<file path="config.mk">
export PLATFORM = sky130hd
export DESIGN_NAME = fb_capture_packer_flat
export DESIGN_NICKNAME = d
export VERILOG_FILES = /design/src/rtl/fb_capture_packer_pkg.sv /design/src/rtl/fb_capture_packer_if.sv /design/src/rtl/fb_word_fifo.sv /design/src/rtl/fb_capture_packer.sv /design/src/flat_wrapper.sv
export SDC_FILE = /design/constraint.sdc
export NUM_CORES = 1
export LEC_CHECK = 0
export CORE_ASPECT_RATIO = 1.25
export CORE_MARGIN = 3
export CORE_UTILIZATION = 30
export CTS_BUF_LIST = sky130_fd_sc_hd__clkbuf_16
export DETAILED_ROUTE_END_ITERATION = 10
export PLACE_DENSITY = 0.52
export SLEW_MARGIN = 40
export SYNTH_ARGS = -nofsm -noshare
export SYNTH_HDL_FRONTEND = slang
export SYNTH_SLANG_ARGS = --single-unit
</file>
<file path="constraint.sdc">
create_clock -name clk -period 3.8 [get_ports clk]
set_input_delay 0.95 -clock clk [delete_from_list [all_inputs] [get_ports clk]]
set_output_delay 0.95 -clock clk [all_outputs]
set_load 0.05 [all_outputs]
</file>
<file path="src/rtl/fb_capture_packer_pkg.sv">
// Shared definitions for the framebuffer capture packer.
//
// Contents:
//   phase_t / PHASE0..PHASE5 : framebuffer slot phase encoding (0..5)
//   POP_PHASE                : phase whose closing edge pops one word
//   ENTRY_W                  : width of one FIFO entry (16-bit word + tag)
//   fb_entry_t               : packed view of a FIFO entry
//   make_entry()             : builds an entry from two bytes and a tag
package fb_capture_packer_pkg;

    localparam int PHASE_W = 3;
    typedef logic [PHASE_W-1:0] phase_t;

    localparam phase_t PHASE0 = 3'd0;
    localparam phase_t PHASE1 = 3'd1;
    localparam phase_t PHASE2 = 3'd2;
    localparam phase_t PHASE3 = 3'd3;
    localparam phase_t PHASE4 = 3'd4;
    localparam phase_t PHASE5 = 3'd5;

    localparam phase_t POP_PHASE = PHASE5;

    localparam int ENTRY_W = 17;

    typedef logic [15:0] word_t;

    typedef struct packed {
        logic  frame_start;
        word_t word;
    } fb_entry_t;

    // The first sample of a pair is the low byte; the tag follows the low byte.
    function automatic fb_entry_t make_entry(input logic tag,
                                             input logic [7:0] hi,
                                             input logic [7:0] lo);
        fb_entry_t e;
        e.frame_start = tag;
        e.word        = {hi, lo};
        return e;
    endfunction

endpackage

</file>
<file path="src/rtl/fb_capture_packer_if.sv">
// Pixel-in / framebuffer-out bus of the capture packer.
//
// Signals:
//   clk_phase   : framebuffer slot phase, 0..5
//   pix_valid   : pix_data carries a valid sample
//   pix_data    : 8-bit video sample
//   pix_vsync   : first sample of a frame (qualified by pix_valid)
//   fb_data     : 16-bit word presented to the framebuffer
//   fb_reset_in : framebuffer write-address reset, aligned with fb_data
//
// Modports:
//   master : video source side (drives pixels and phase, observes fb outputs)
//   slave  : the packer
interface fb_capture_packer_if;
    import fb_capture_packer_pkg::*;

    phase_t     clk_phase;
    logic       pix_valid;
    logic [7:0] pix_data;
    logic       pix_vsync;
    word_t      fb_data;
    logic       fb_reset_in;

    modport master (
        output clk_phase, pix_valid, pix_data, pix_vsync,
        input  fb_data, fb_reset_in
    );

    modport slave (
        input  clk_phase, pix_valid, pix_data, pix_vsync,
        output fb_data, fb_reset_in
    );

endinterface

</file>
<file path="src/rtl/fb_word_fifo.sv">
// Small circular FIFO of packed framebuffer entries.
//
// Ports:
//   clk, reset_n : clock, asynchronous active-low reset
//   flush        : synchronous clear of pointers and level
//   push, push_data : write request and entry
//   pop, pop_data   : read request; pop_data shows the current head
//   level        : number of queued entries, 0..DEPTH
//   full, empty  : status flags derived from level
//
// A push while full succeeds only when a pop happens on the same edge.
module fb_word_fifo
    import fb_capture_packer_pkg::*;
#(
    parameter int DEPTH = 4
) (
    input  logic                     clk,
    input  logic                     reset_n,
    input  logic                     flush,
    input  logic                     push,
    input  logic [ENTRY_W-1:0]       push_data,
    input  logic                     pop,
    output logic [ENTRY_W-1:0]       pop_data,
    output logic [$clog2(DEPTH):0]   level,
    output logic                     full,
    output logic                     empty
);

    localparam int PTR_W   = $clog2(DEPTH);
    localparam int LEVEL_W = PTR_W + 1;
    localparam logic [LEVEL_W-1:0] FULL_LEVEL = LEVEL_W'(DEPTH);

    logic [ENTRY_W-1:0] mem [DEPTH];
    logic [PTR_W-1:0]   wr_ptr;
    logic [PTR_W-1:0]   rd_ptr;
    logic               do_wr;
    logic               do_rd;

    assign full     = (level == FULL_LEVEL);
    assign empty    = (level == '0);
    assign pop_data = mem[rd_ptr];

    // When full, the simultaneous pop frees the slot the write lands in.
    assign do_wr = push & ~flush & (~full | pop);
    assign do_rd = pop & ~flush & ~empty;

    always_ff @(posedge clk) begin
        if (do_wr) begin
            mem[wr_ptr] <= push_data;
        end
    end

    // DEPTH is a power of two, so the pointers wrap by natural overflow.
    always_ff @(posedge clk or negedge reset_n) begin
        if (!reset_n) begin
            wr_ptr <= '0;
            rd_ptr <= '0;
            level  <= '0;
        end else if (flush) begin
            wr_ptr <= '0;
            rd_ptr <= '0;
            level  <= '0;
        end else begin
            if (do_wr) begin
                wr_ptr <= wr_ptr + PTR_W'(1);
            end
            if (do_rd) begin
                rd_ptr <= rd_ptr + PTR_W'(1);
            end
            case ({do_wr, do_rd})
                2'b10:   level <= level + LEVEL_W'(1);
                2'b01:   level <= level - LEVEL_W'(1);
                default: level <= level;
            endcase
        end
    end

endmodule

</file>
<file path="src/rtl/fb_capture_packer.sv">
// Packs 8-bit video samples into 16-bit framebuffer words and hands them to
// the framebuffer once per six-phase slot.
//
// Ports:
//   clk, reset_n : system clock (shared with framebuffer), async active-low reset
//   bus          : slave side of fb_capture_packer_if (pixels in, fb word out)
//   fifo_level   : words currently queued
//   overflow     : sticky, a packed word was dropped on a full FIFO
//   underrun     : sticky, a pop slot found the FIFO empty
module fb_capture_packer
    import fb_capture_packer_pkg::*;
#(
    parameter int DEPTH = 4
) (
    input  logic                   clk,
    input  logic                   reset_n,
    fb_capture_packer_if.slave     bus,
    output logic [$clog2(DEPTH):0] fifo_level,
    output logic                   overflow,
    output logic                   underrun
);

    logic       pending;
    logic [7:0] low_byte;
    logic       low_tag;

    logic       flush;
    logic       push;
    logic       pop_edge;
    logic       pop;
    logic       fifo_full;
    logic       fifo_empty;
    fb_entry_t  push_entry;
    logic [ENTRY_W-1:0] head_bits;
    fb_entry_t  head;

    // A vsync sample always starts a new word, so it can never complete one.
    assign flush      = bus.pix_valid & bus.pix_vsync;
    assign push       = bus.pix_valid & ~bus.pix_vsync & pending;
    assign pop_edge   = (bus.clk_phase == POP_PHASE);
    assign pop        = pop_edge & ~flush;
    assign push_entry = make_entry(low_tag, bus.pix_data, low_byte);
    assign head       = fb_entry_t'(head_bits);

    fb_word_fifo #(
        .DEPTH (DEPTH)
    ) u_fifo (
        .clk       (clk),
        .reset_n   (reset_n),
        .flush     (flush),
        .push      (push),
        .push_data (push_entry),
        .pop       (pop),
        .pop_data  (head_bits),
        .level     (fifo_level),
        .full      (fifo_full),
        .empty     (fifo_empty)
    );

    // Byte pairing: a vsync sample restarts pairing as a tagged low byte,
    // discarding any half-built word.
    always_ff @(posedge clk or negedge reset_n) begin
        if (!reset_n) begin
            pending  <= 1'b0;
            low_byte <= '0;
            low_tag  <= 1'b0;
        end else if (bus.pix_valid) begin
            if (bus.pix_vsync) begin
                pending  <= 1'b1;
                low_byte <= bus.pix_data;
                low_tag  <= 1'b1;
            end else if (!pending) begin
                pending  <= 1'b1;
                low_byte <= bus.pix_data;
                low_tag  <= 1'b0;
            end else begin
                pending  <= 1'b0;
            end
        end
    end

    // Output register only changes on the pop edge, so it stays stable across
    // the framebuffer's phase-0 sample. A flush on that edge forces an idle word.
    always_ff @(posedge clk or negedge reset_n) begin
        if (!reset_n) begin
            bus.fb_data     <= '0;
            bus.fb_reset_in <= 1'b0;
            underrun        <= 1'b0;
        end else if (pop_edge) begin
            if (flush) begin
                bus.fb_data     <= '0;
                bus.fb_reset_in <= 1'b0;
            end else if (fifo_empty) begin
                bus.fb_data     <= '0;
                bus.fb_reset_in <= 1'b0;
                underrun        <= 1'b1;
            end else begin
                bus.fb_data     <= head.word;
                bus.fb_reset_in <= head.frame_start;
            end
        end
    end

    always_ff @(posedge clk or negedge reset_n) begin
        if (!reset_n) begin
            overflow <= 1'b0;
        end else if (push && fifo_full && !pop) begin
            overflow <= 1'b1;
        end
    end

endmodule

</file>
<file path="src/flat_wrapper.sv">
// flat-port wrapper written by rule: the top's interface ports become plain ports
module fb_capture_packer_flat import fb_capture_packer_pkg::*;
#(
    parameter int DEPTH = 4
)
  (clk, reset_n, fifo_level, overflow, underrun, bus_clk_phase, bus_pix_valid, bus_pix_data, bus_pix_vsync, bus_fb_data, bus_fb_reset_in);
  fb_capture_packer_if bus_i ();
  input  logic clk;
  input  logic reset_n;
  output logic [$clog2(DEPTH):0] fifo_level;
  output logic overflow;
  output logic underrun;
  input wire logic [$bits(bus_i.clk_phase)-1:0] bus_clk_phase;
  input wire logic [$bits(bus_i.pix_valid)-1:0] bus_pix_valid;
  input wire logic [$bits(bus_i.pix_data)-1:0] bus_pix_data;
  input wire logic [$bits(bus_i.pix_vsync)-1:0] bus_pix_vsync;
  output wire logic [$bits(bus_i.fb_data)-1:0] bus_fb_data;
  output wire logic [$bits(bus_i.fb_reset_in)-1:0] bus_fb_reset_in;
  assign bus_i.clk_phase = bus_clk_phase;
  assign bus_i.pix_valid = bus_pix_valid;
  assign bus_i.pix_data = bus_pix_data;
  assign bus_i.pix_vsync = bus_pix_vsync;
  assign bus_fb_data = bus_i.fb_data;
  assign bus_fb_reset_in = bus_i.fb_reset_in;
  fb_capture_packer #(.DEPTH(DEPTH)) u_core (.clk(clk), .reset_n(reset_n), .bus(bus_i), .fifo_level(fifo_level), .overflow(overflow), .underrun(underrun));
endmodule
</file>
==> Word level (Yosys, flattened, before mapping) <==
Memories as Yosys holds them, arrays and structs flattened.
Index checks and enable logic that the tools add are counted.
{ "word_totals": {"mem_count": 1, "regBits": 36, "out_inout_bits": 22, "ram_bits": 68, "wordCells": 60, "in_bits": 15} }
{ "memory_table": {"columns": ["memory", "words", "width", "read_ports", "rd_ports_with_merged_regs", "write_ports", "line", "text"], "rows": [
  ["u_core.u_fifo.mem", 4, 17, 1, 0, 1, "fb_word_fifo.sv:33", "logic [ENTRY_W-1:0] mem [DEPTH];"]
]} }
{ "classes": {"muxes": 18, "n_bitwise": 13, "n_addsub": 4, "n_reduce_logical": 9, "n_eq_ne": 5} }
{ "op_table": {"columns": ["op", "n"], "rows": [
  ["two-way mux 16 bit", 2],
  ["two-way mux 8 bit", 2],
  ["AND 1 bit", 8],
  ["two-way mux 1 bit", 8],
  ["two-way mux 2 bit", 4],
  ["== test 3 bit (second input constant)", 2],
  ["one-hot mux 3 bit (2 select lines)", 1],
  ["adder 2 x 1 -> 2 bit (second input constant)", 2],
  ["NOT 1 bit", 4],
  ["nonzero test 2 bit", 2],
  ["adder 3 x 1 -> 3 bit (second input constant)", 1],
  ["logical NOT 3 bit", 1],
  ["two-way mux 3 bit", 1],
  ["AND reduction 3 bit", 1],
  ["nonzero test 3 bit", 1],
  ["subtractor 3 x 1 -> 3 bit (second input constant)", 1],
  ["== test 2 x 1 -> 1 bit (second input constant)", 1],
  ["== test 2 bit (second input constant)", 1],
  ["logical AND 1 bit", 2],
  ["inequality test 2 bit (second input constant)", 1],
  ["AND reduction 2 bit", 1],
  ["logical NOT 1 bit", 1],
  ["OR 1 bit", 1]
]} }

==> Logic depth before layout (Yosys ltp) <==
Gate-level depths: netlist (run 1).
{ "logic_depth": {"word_depth": 8, "ltp_mapped": 9, "mapped_depth_nobuf": 8} }

==> Modules after synthesis <==
Synthesis (run 1) repeated with hierarchy kept, for this count alone.
{ "hier_totals": {"cells_unflattened": 244, "area_unflattened_um2": 4129.0} }
{ "modules_own_cells": {"columns": ["mod", "seq_area_each_um2", "area_per_inst_um2", "cells_per_inst", "instances"], "rows": [
  ["fb_word_fifo", 2217.1, 2979.1, 140, 1],
  ["fb_capture_packer", 725.7, 1149.9, 104, 1]
]} }

==> Worst setup path before layout (run 1) <==
OpenSTA, ideal clock, no wires.
{ "synth_path": {"kind": "in2reg", "startpoint": "input port bus_clk_phase[1]", "endpoint": "register u_core.u_fifo.level[2]", "setup_time_ns": 0.077, "t_arrival_ns": 2.775, "path_buffers": 0, "path_stages": 8, "t_required_ns": 3.723, "setup_slack_ns": 0.948, "path_cell_list": "nand3b_2 -> a31oi_1 -> inv_1 -> ha_1 -> fa_1 -> xnor2_1 -> or3_1 -> a21oi_1"} }
{ "synth_between": {"elab_chain_cells": 7, "word_cells_on_any_way": 11, "cone_classes": "eq/ne (3); mux (2); bitwise (5); reduce/logical (1)"} }
{ "synth_lines": {"columns": ["item", "line", "text"], "rows": [
  ["start, declared", "flat_wrapper.sv:13", "input wire logic [$bits(bus_i.clk_phase)-1:0] bus_clk_phase;"],
  ["== test 3 bit (*)", "fb_capture_packer.sv:40", "assign pop_edge = (bus.clk_phase == POP_PHASE);"],
  ["AND 1 bit (*)", "fb_capture_packer.sv:41", "assign pop = pop_edge & ~flush;"],
  ["AND 1 bit or OR 1 bit (tied branches)", "fb_word_fifo.sv:45, fb_word_fifo.sv:44", null],
  ["AND 1 bit (on tied branches)", "fb_word_fifo.sv:45, fb_word_fifo.sv:44", null],
  ["== test 2 x 1 -> 1 bit or == test 2 bit (tied branches)", "fb_word_fifo.sv:70", "case ({do_wr, do_rd})"],
  ["one-hot mux 3 bit (2 select lines)", "fb_word_fifo.sv:70", null],
  ["two-way mux 3 bit", "fb_word_fifo.sv:59", "end else if (flush) begin"],
  ["end signal, assigned", "fb_word_fifo.sv:71", "2'b10: level <= level + LEVEL_W'(1);"],
  ["end signal, assigned", "fb_word_fifo.sv:72", "2'b01: level <= level - LEVEL_W'(1);"],
  ["end signal, assigned", "fb_word_fifo.sv:73", "default: level <= level;"],
  ["end, declared", "fb_word_fifo.sv:24", "output logic [$clog2(DEPTH):0] level,"]
]} }
Every way passes the cells marked *; elsewhere a longest branch is shown, timed or not.
A chain may end at the register's enable or synchronous reset.

==> Worst setup path in the final report (run 1) <==
{ "layout_path": {"startpoint": "input port bus_pix_vsync", "endpoint": "register u_core.u_fifo.level[2]"} }
{ "layout_between": {"elab_chain_cells": 8, "word_cells_on_any_way": 16, "cone_classes": "eq/ne (2); mux (2); bitwise (11); reduce/logical (1)"} }
{ "layout_lines": {"columns": ["item", "line", "text"], "rows": [
  ["start, declared", "flat_wrapper.sv:16", "input wire logic [$bits(bus_i.pix_vsync)-1:0] bus_pix_vsync;"],
  ["AND 1 bit or NOT 1 bit (tied branches)", "fb_capture_packer.sv:38, fb_capture_packer.sv:39", null],
  ["NOT 1 bit (no source line) or AND 1 bit (tied branches)", null, null],
  ["AND 1 bit (on tied branches)", "fb_capture_packer.sv:41, fb_capture_packer.sv:39", null],
  ["AND 1 bit, or another cell as far along", "fb_word_fifo.sv:45", "assign do_rd = pop & ~flush & ~empty;"],
  ["AND 1 bit (on tied branches)", "fb_word_fifo.sv:45, fb_word_fifo.sv:44", null],
  ["== test 2 x 1 -> 1 bit or == test 2 bit (tied branches)", "fb_word_fifo.sv:70", null],
  ["one-hot mux 3 bit (2 select lines)", "fb_word_fifo.sv:70", null],
  ["two-way mux 3 bit", "fb_word_fifo.sv:59", null]
]} }
Parallel ways exist; a longest one is shown, timed or not.

==> results.md, run 1 <==
* Status: finished, final reports clean
* Post-Layout Cell Count at roughly 420
* Total track usage at 0.119
* Max Cap Violations at 0
* Ratio of cells with drive above 1 in the final layout at 0.220
* DIE HEIGHT at 136 um
* Clk sinks at about 100
* Buffer count from post-CTS setup fixing at 0
* Mapped Cells at 203
* Num CTS Buffers at 9
* Syn. warnings at 0
* CTS Buffer Depth at 2
* Flop2flop setup slack at 1.49 ns
* Worst Path Required at 4.06 ns
* Io pins at 37
* Vias in the first global route at around 2200
* Most frequent cells in the layout: edfxtp_1 (68), clkdlybuf4s50_1 (35), dfrtp_1 (35), mux4_2 (10)
* TritonCTS clock tree: built
* Routed Antenna Nets at 0
* FF+latch count, synth at 104
* CP Launch Type: input port
* CP max FO at 4
* Core region area at 12900 um^2
* GR Overflow Total at 0
* Routability Congestion at approximately 0.65
* I/O Buffers at 36
* Initial Utilization at 0.312
* Final core utilization at 0.379
* Syn_area_per_cell at 19.8 um^2
* Crit. End Element: flop
* Commonest non-fill, non-tap cell in the layout: edfxtp_1
* Hpwl dp at 4710 um
* WP data arrival at approximately 3.2 ns
* VDD IR max at 0.333 mV
* # diodes at 0
* Slew margin rel. at 0.546
* Final setup fails at 0
* Vias after detailed routing at around 2000
* Clock Pin Slew Worst Setup and Hold Paths at ~0.07 ns
* CTS Root Cell: clkbuf_16
* Max Slew Vio Count at 0
* Power per cell area at 673 nW/um^2
* Largest net degree at the start of global routing at 37
* Register area share after synthesis at 0.731
* Final wirelength at around 8000 um
* Fin. Hold Viols at 0
* Post-layout min period at ~3.0 ns
* Final worst path period share at 0.779
* Mapped Area at 4030 um^2
* Wirelength per Cell at 18.9 um
* Initial antenna violation count at 0
* DIE AREA at 14900 um^2
* Max Fclk at 338 MHz
* CTS H-Tree Depth at 3
* RSZ-0062 raised after global routing: false
* Hold crit path type: flop to flop
* Core Rows at 46
* Yosys cell types at 36
* # resized after CTS at 0
* Setup WS pre-CTS at 0.512 ns
* Initial DRC Count at around 70
* Ys flop type: edfxtp_1
* Post-synth EDFFs at 68
* First-pass GRT wire length at 12800 um
* Die width at 110 um
* Post-synthesis net count at 224
* Via/cell ratio at approximately 4.8
* Cts hold-fix bufs at 0
* Final worst setup slack at around 0.84 ns
* Clock skew at between 0.008 and 0.009 ns
* DR pass1 iterations at 4
* Worst skew pair latency at 0.34 ns
* Synth async-reset ratio at 0.346
* Critical path type: input port to flop
* Area Growth Syn to Fin at 21.2%
* Total power at 3290 uW
* DRC errors left at 0
* Final net count at around 270
* Leak at 0.00177 uW
* Setup TNS at 0 ns
* Worst-Margin Slew at 0.681 ns
* Placed cells at 407
## synthesized netlist by cell type, types with 2 or more instances
library cell | instances | share of area
mux4_2 | 10 | 0.056
mux2_2 | 8 | 0.022
mux2i_1 | 3 | 0.0075
buf_2 | 2 | 0.0025
buf_6 | 4 | 0.011
mux4_1 | 7 | 0.046
o21ai_0 | 2 | 0.0025
and2_1 | 4 | 0.0062
nand2_1 | 3 | 0.0028
a22o_1 | 9 | 0.020
edfxtp_1 | 68 | 0.51
or3_1 | 2 | 0.0031
ha_1 | 5 | 0.016
clkbuf_1 | 2 | 0.0019
a21oi_1 | 3 | 0.0037
inv_1 | 6 | 0.0056
nand3b_1 | 2 | 0.0037
a22o_2 | 8 | 0.020
dfrtp_1 | 36 | 0.22
nor2_1 | 3 | 0.0028
## worst paths after layout
check                      cells after the start                             endpoint                                from
hold / removal                                 1          u_core.underrun$_DFFE_PN0P_         u_core.underrun$_DFFE_PN0P_
setup / recovery                               9   u_core.u_fifo.level[2]$_DFFE_PN0P_                       bus_pix_vsync
min in group asynchronous                      1   u_core.bus.fb_data[13]$_DFFE_PN0N_                             reset_n
max in group asynchronous                      1  u_core.u_fifo.rd_ptr[1]$_DFFE_PN0P_                             reset_n
hold reg to reg                                1          u_core.underrun$_DFFE_PN0P_         u_core.underrun$_DFFE_PN0P_
setup reg to reg                               7   u_core.u_fifo.level[2]$_DFFE_PN0P_  u_core.u_fifo.level[1]$_DFFE_PN0P_
## report_power, final
group,switching [uW],total (uW),internal (uW)
Sequential,119,1500,1380
Combinational,536,888,353
Clock,391,896,505
Total,1050,3290,2240
## registers in the layout (all words and copies together), names as in the netlist
name                    flops
u_core.u_fifo.wr_ptr        2
u_core.u_fifo.rd_ptr        2
u_core.bus.fb_data         16
u_core.low_tag              1
u_core.underrun             1
u_core.bus.fb_reset_in      1
u_core.u_fifo.level         3
u_core.low_byte             8
u_core.overflow             1
u_core.u_fifo.mem          68
u_core.pending              1
## stage by stage
step	hold slack (ns)	area, um^2
floorplan	0.471	4030
global placement	0.454	4590
CTS	0.475	4880
detailed placement	0.458	4590
finish	0.475	4880
global route	0.513	4880
## cell families (layout without fill, tap and decap cells)
group	count (synthesis)	count (layout)	share of synthesized area
DFF	104	104	0.731
AOI/OAI and AO/OA	28	28	0.0572
muxes	28	28	0.131
and+or+nand+nor	21	21	0.0348
buffers and inverters	14	66	0.0211
adders and majority gates	6	6	0.0205
xor gates and xnor gates	2	2	0.00435
## layout make-up
type                            count  area (um^2)
Fill cell                        1204         8010
Sequential cell                   104         2940
Multi-Input combinational cell     85         1000
Timing Repair Buffer               44          418
Clock buffer                        9          225
Tap cell                          168          210
Clock inverter                      7         63.8
Inverter                            6         22.5
## critical path: stages
cell and delay (ns):
clkdlybuf4s50_1 0.49, nand3b_1 0.23, a31oi_1 0.21, inv_1 0.12
ha_1 0.23, fa_1 0.38, xnor2_1 0.14, or3_1 0.30
a21oi_1 0.15
## routing by layer
| metal | up-vias | part of all wire | global-route usage |
|---|---|---|---|
| li1 | 904 | - | - |
| met4 | 0 | 0.021 | 0.0513 |
| met5 | - | 0 | 0 |
| met1 | 1063 | 0.46 | 0.161 |
| met3 | 13 | 0.040 | 0.0205 |
| met2 | 47 | 0.48 | 0.186 |
Power figures use the tool's default switching activity.
==> run 2, diff against run 1 <==
==> constraint.sdc (replaced) <==
create_clock -name clk -period 2.8 [get_ports clk]
set_input_delay 0.7 -clock clk [delete_from_list [all_inputs] [get_ports clk]]
set_output_delay 0.7 -clock clk [all_outputs]
set_load 0.05 [all_outputs]
==> results.md, run 2 (same netlist as run 1, synthesis figures left out) <==
* Status: finished, final reports clean
* CTS Buffer Depth at 2 (unchanged)
* Total track usage at 0.119 (about the same)
* Slew margin rel. at 0.577 (+0.0311)
* # resized after CTS at 0 (unchanged)
* GR Overflow Total at 0 (unchanged)
* Max Cap Violations at 0 (unchanged)
* VDD IR max at 0.489 mV (+47%)
* Num CTS Buffers at 9 (unchanged)
* Fin. Hold Viols at 0 (unchanged)
* TritonCTS clock tree: built
* Final core utilization at 0.388 (+0.00922)
* Commonest non-fill, non-tap cell in the layout: edfxtp_1
* I/O Buffers at 36 (unchanged)
* Cts hold-fix bufs at 0 (unchanged)
* RR Endpoint: u_core.u_fifo.level[2]$_DFFE_PN0P_
* Core Rows at 46 (unchanged)
* Largest net degree at the start of global routing at 37 (unchanged)
* CTS H-Tree Depth at 3 (unchanged)
* # diodes at 0 (unchanged)
* Final wirelength at 7950 um (-0.46%)
* Via/cell ratio at 4.72 (-1.6%)
* Initial Utilization at 0.312 (unchanged)
* Area Growth Syn to Fin at 24.2%
* Most frequent cells in the layout: edfxtp_1 (68), clkdlybuf4s50_1 (35), dfrtp_1 (35), buf_4 (14), mux4_2 (10)
* Flop2flop setup slack at 0.51 ns (-0.98 ns)
* Top Registers: u_core.u_fifo.mem x68, u_core.bus.fb_data x16, u_core.low_byte x8
* Routed Antenna Nets at 0 (unchanged)
* Clk sinks at 104 (unchanged)
* Clock Pin Slew Worst Setup and Hold Paths at 0.07 ns (about the same)
* Reg-to-Reg Start: u_core.u_fifo.level[1]$_DFFE_PN0P_
* Io pins at 37 (unchanged)
* DIE HEIGHT at 136 um (unchanged)
* Crit. End Element: flop
* Number of fill cells at 1217 (+1.1%)
* Max Fclk at 395 MHz
* Post-layout min period at 2.53 ns
* Setup TNS at 0 ns (unchanged)
* Final worst path period share at 0.904
* Largest Register: u_core.u_fifo.mem
* Die width at 110 um (unchanged)
* Vias in the first global route at 2187 (+1.3%)
* Worst Path Required at 3.07 ns (-0.99 ns)
* Ratio of cells with drive above 1 in the final layout at 0.242 (+0.0228)
* Worst skew pair latency at 0.34 ns (about the same)
* RSZ-0062 raised after global routing: false
* First-pass GRT wire length at 12700 um (-1.1%)
* Worst Setup SP: bus_clk_phase[1]
* DRC errors left at 0 (unchanged)
* Power per cell area at 897 nW/um^2 (+33%)
* R2R depth at 7 (unchanged)
* Routability Congestion at 0.659 (+0.93%)
* Hpwl dp at 4910 um (+4.3%)
* WP data arrival at 2.80 ns (-0.42 ns)
* Max Slew Vio Count at 0 (unchanged)
* Vias after detailed routing at 2038 (+0.54%)
* DIE AREA at 14900 um^2 (unchanged)
* DR pass1 iterations at 4 (unchanged)
* Hold crit path type: input port to asynchronous set/reset pin
* Initial antenna violation count at 0 (unchanged)
* Worst-Margin Slew at 0.634 ns (-0.0465 ns)
* Wirelength per Cell at 18.4 um (-2.5%)
* CP max FO at 2 (-2)
* Final net count at 280 (+3.3%)
* Max FFs per register at 68 (unchanged)
* Leak at 0.00182 uW (+2.9%)
* Final setup fails at 0 (unchanged)
* Core region area at 12900 um^2 (unchanged)
* Buffer count from post-CTS setup fixing at 0 (unchanged)
* CTS Root Cell: clkbuf_16
* Clock skew at 0.00630 ns (-0.00269 ns)
* Initial DRC Count at 106 (+49%)
* Critical path type: input port to flop
* CP Launch Type: input port
==> run 2: power by group <==
group	internal, uW	switching [uW]	total, uW	leakage [uW]
Sequential	1880	183	2060	0.00107
Clock	685	532	1220	0.000142
Combinational	505	707	1210	0.000603
Total	3070	1420	4490	0.00182
==> run 2: cell type report <==
type | instances | area [um^2] | area share
clock buffer | 9 | 225 | 0.0450
clock inverter | 7 | 65.1 | 0.0130
tap | 168 | 210 | 0.0420
sequential | 104 | 2940 | 0.589
inverter | 6 | 22.5 | 0.00450
multi-input combinational | 85 | 1000 | 0.200
timing repair buffer | 53 | 536 | 0.107
==> run 2: layer usage <==
| metal | wire [um] | vias up | part of all wire | track usage |
|---|---|---|---|---|
| met4 | 150 | 0 | 0.019 | 0.0547 |
| met2 | 4040 | 43 | 0.51 | 0.195 |
| met5 | 0 | - | 0 | 0 |
| met1 | 3480 | 1061 | 0.44 | 0.150 |
| met3 | 281 | 13 | 0.035 | 0.0234 |
| li1 | - | 921 | - | - |
==> run 2: worst max-delay path by stage <==
stage	endpoint	slack (ns)	depth (start not counted)
floorplan	u_core.u_fifo.level[2]$_DFFE_PN0P_	0.20	8
global placement	u_core.u_fifo.level[2]$_DFFE_PN0P_	-0.02	9
detailed placement	u_core.u_fifo.level[2]$_DFFE_PN0P_	-0.09	9
CTS	u_core.u_fifo.level[2]$_DFFE_PN0P_	0.27	9
global route	u_core.u_fifo.level[2]$_DFFE_PN0P_	0.13	9
finish	u_core.u_fifo.level[2]$_DFFE_PN0P_	0.27	9
==> run 2: metrics by stage <==
step / setup slack (ns) / hold WS [ns] / instance area (um^2) / power, uW / std cells
finish: 0.268 / 0.339 / 5000 / 4490 / 432
global route: 0.129 / 0.373 / 5000 / 4700 / 432
CTS: 0.269 / 0.357 / 5000 / 4550 / 432
detailed placement: -0.0950 / 0.460 / 4710 / 3330 / 416
global placement: -0.0193 / 0.452 / 4710 / 3320 / 416
floorplan: 0.198 / 0.404 / 4030 / 2860 / 203
==> run 2: critical path: stages <==
cell and delay (ns):
clkdlybuf4s50_1 0.39, nand3b_2 0.21, a31oi_1 0.24, inv_1 0.09, ha_1 0.21, fa_1 0.38
xnor2_1 0.14, or3_1 0.31, a21oi_1 0.14
==> run 3, diff against run 2 <==
--- a/config.mk
+++ b/config.mk
@@ -11,6 +11,7 @@
 export CTS_BUF_LIST = sky130_fd_sc_hd__clkbuf_16
 export DETAILED_ROUTE_END_ITERATION = 10
 export PLACE_DENSITY = 0.52
+export REMOVE_ABC_BUFFERS = 1
 export SLEW_MARGIN = 40
 export SYNTH_ARGS = -nofsm -noshare
 export SYNTH_HDL_FRONTEND = slang
==> results.md, run 3 (same netlist as run 1, synthesis figures left out) <==
* Most frequent cells in the layout: edfxtp_1 (68), clkdlybuf4s50_1 (35), dfrtp_1 (35), buf_4 (12), mux4_2 (10)
* Worst Setup SP: bus_clk_phase[1]
* Initial Utilization at 0.312 (unchanged)
* Psw at 1430 uW (+0.55%)
* Internal power at 3080 uW (+0.52%)
* Area Growth Syn to Fin at 24.4%
* Placed cells at 415 (-0.24%)
* Setup WS pre-CTS at -0.142 ns (-0.0471 ns)
* Final instance area at 5010 um^2 (+0.20%)
* Hold crit path type: input port to asynchronous set/reset pin
* Leak at 0.00182 uW (about the same)
* CP max FO at 2 (unchanged)
* Share of power burned in registers at 0.456 (-0.003)
* DR pass1 iterations at 4 (unchanged)
* # resized after CTS at 0 (unchanged)
* Top Registers: u_core.u_fifo.mem x68, u_core.bus.fb_data x16, u_core.low_byte x8
* Clock Power Share at 0.277 (+0.006)
* CP Launch Type: input port
* Max Fclk at 387 MHz (-2.1%)
* Clock Pin Slew Worst Setup and Hold Paths at 0.07 ns (about the same)
* Cts hold-fix bufs at 0 (unchanged)
* I/O Buffers at 36 (unchanged)
* # diodes at 0 (unchanged)
* RSZ-0062 raised after global routing: false
* DIE HEIGHT at 136 um (unchanged)
* Reg-to-Reg Start: u_core.u_fifo.level[0]$_DFFE_PN0P_
* Max Slew Vio Count at 0 (unchanged)
* Routed wl met3 at 246 um (-12%)
* Buffer count from post-CTS setup fixing at 0 (unchanged)
* CTS H-Tree Depth at 3 (unchanged)
* DRC errors left at 0 (unchanged)
* VDD IR max at 0.443 mV (-9.3%)
* Max Cap Violations at 0 (unchanged)
* Clock skew at 0.00848 ns (+0.00218 ns)
* Final net count at 279 (-0.36%)
* Routability Congestion at 0.673 (+2.1%)
* Worst Path Required at 3.06 ns (about the same)
* Crit. End Element: flop
* Largest net degree at the start of global routing at 37 (unchanged)
* Slew margin rel. at 0.504 (-0.0733)
* Total track usage at 0.116 (-0.00252)
* First-pass GRT wire length at 12600 um (-0.54%)
* CTS Root Cell: clkbuf_16
* Commonest non-fill, non-tap cell in the layout: edfxtp_1
* Clk sinks at 104 (unchanged)
* Switching share of power at 0.317 (about the same)
* Wirelength per Cell at 18.5 um (+0.64%)
* Status: finished, final reports clean
* Routed Antenna Nets at 0 (unchanged)
* Final worst setup slack at 0.214 ns (-0.0540 ns)
* Initial DRC Count at 87 (-18%)
* TritonCTS clock tree: built
* Io pins at 37 (unchanged)
* Ratio of cells with drive above 1 in the final layout at 0.243 (+0.000922)
* Core Rows at 46 (unchanged)
* Max FFs per register at 68 (unchanged)
* RR Endpoint: u_core.u_fifo.level[2]$_DFFE_PN0P_
* Final wirelength at 7990 um (+0.40%)
* Final core utilization at 0.389 (+0.000776)
* DIE AREA at 14900 um^2 (unchanged)
* Vias after detailed routing at 2030 (-0.39%)
* Worst skew pair latency at 0.34 ns (about the same)
* Worst-Margin Slew at 0.744 ns (+0.110 ns)
* GR Overflow Total at 0 (unchanged)
* Cell Area, Placed at 4720 um^2 (+0.11%)
* Power per cell area at 900 nW/um^2 (+0.32%)
* Post-Layout Cell Count at 431 (-0.23%)
* Via/cell ratio at 4.71 (-0.16%)
* Final worst path period share at 0.924 (+0.0193)
* Metal2 WL at 4010 um (-0.82%)
* Hpwl dp at 4670 um (-4.8%)
* Initial antenna violation count at 0 (unchanged)
* CTS Buffer Depth at 2 (unchanged)
* Top routing layer used: met4
* Fin. Hold Viols at 0 (unchanged)
* WP data arrival at 2.85 ns (+0.05 ns)
* Final setup fails at 0 (unchanged)
* Largest Register: u_core.u_fifo.mem
* Flop2flop setup slack at 0.55 ns (+0.04 ns)
* Critical path type: input port to flop
* Die width at 110 um (unchanged)
* Num CTS Buffers at 9 (unchanged)
* CP endpoint: u_core.u_fifo.level[2]$_DFFE_PN0P_
* Post-layout min period at 2.59 ns (+0.0540 ns)
* Vias in the first global route at 2156 (-1.4%)
* Comb power frac at 0.267 (-0.003)
* R2R depth at 7 (unchanged)
* Post-route met1 wirelength at 3630 um (+4.1%)
* Core region area at 12900 um^2 (unchanged)
==> run 3: final cells by class <==
| class | count | area, um^2 |
|---|---|---|
| inverter | 6 | 22.5 |
| clock inverter | 7 | 70.1 |
| timing repair buffer | 52 | 541 |
| tap | 168 | 210 |
| sequential | 104 | 2940 |
| multi-input combinational | 85 | 1000 |
| clock buffer | 9 | 225 |
| fill | 1205 | 7880 |
==> run 3: critical path: stages <==
cell	delay (ns)
clkdlybuf4s50_1	0.39
nand3b_2	0.22
a31oi_1	0.24
inv_1	0.09
ha_1	0.21
fa_1	0.38
xnor2_1	0.15
or3_1	0.31
a21oi_1	0.16
==> run 3: how the worst min path moves through the flow <==
stage	from	to	depth (start not counted)
2_1_floorplan	reset_n	u_core.bus.fb_data[0]$_DFFE_PN0N_	0
3_3_place_gp	u_core.overflow$_DFFE_PN0P_	u_core.overflow$_DFFE_PN0P_	1
3_5_place_dp	u_core.underrun$_DFFE_PN0P_	u_core.underrun$_DFFE_PN0P_	1
4_1_cts	reset_n	u_core.overflow$_DFFE_PN0P_	1
5_1_grt	reset_n	u_core.overflow$_DFFE_PN0P_	1
6_report	reset_n	u_core.overflow$_DFFE_PN0P_	1
==> run 3: per-stage QoR <==
stage | setup TNS, ns | hold slack, ns | total power (uW)
CTS | 0 | 0.351 | 4580
finish | 0 | 0.336 | 4510
global route | 0 | 0.374 | 4720
floorplan | -0.0473 | 0.404 | 2840
global placement | -0.0778 | 0.461 | 3310
detailed placement | -0.142 | 0.470 | 3320
==> run 3: per-layer routing <==
metal	global-route usage	vias up
met2	0.187	36
met4	0.0374	0
li1	-	916
met1	0.156	1067
met5	0	-
met3	0.0262	11
==> run 3: power by group through the flow <==
stage               sequential [uW]  combinational (uW)  clock (uW)
floorplan                      2450                 384           0
global placement               2090                1220           0
detailed placement             2100                1230           0
CTS                            2060                1230        1290
global route                   2090                1290        1340
finish                         2050                1210        1250
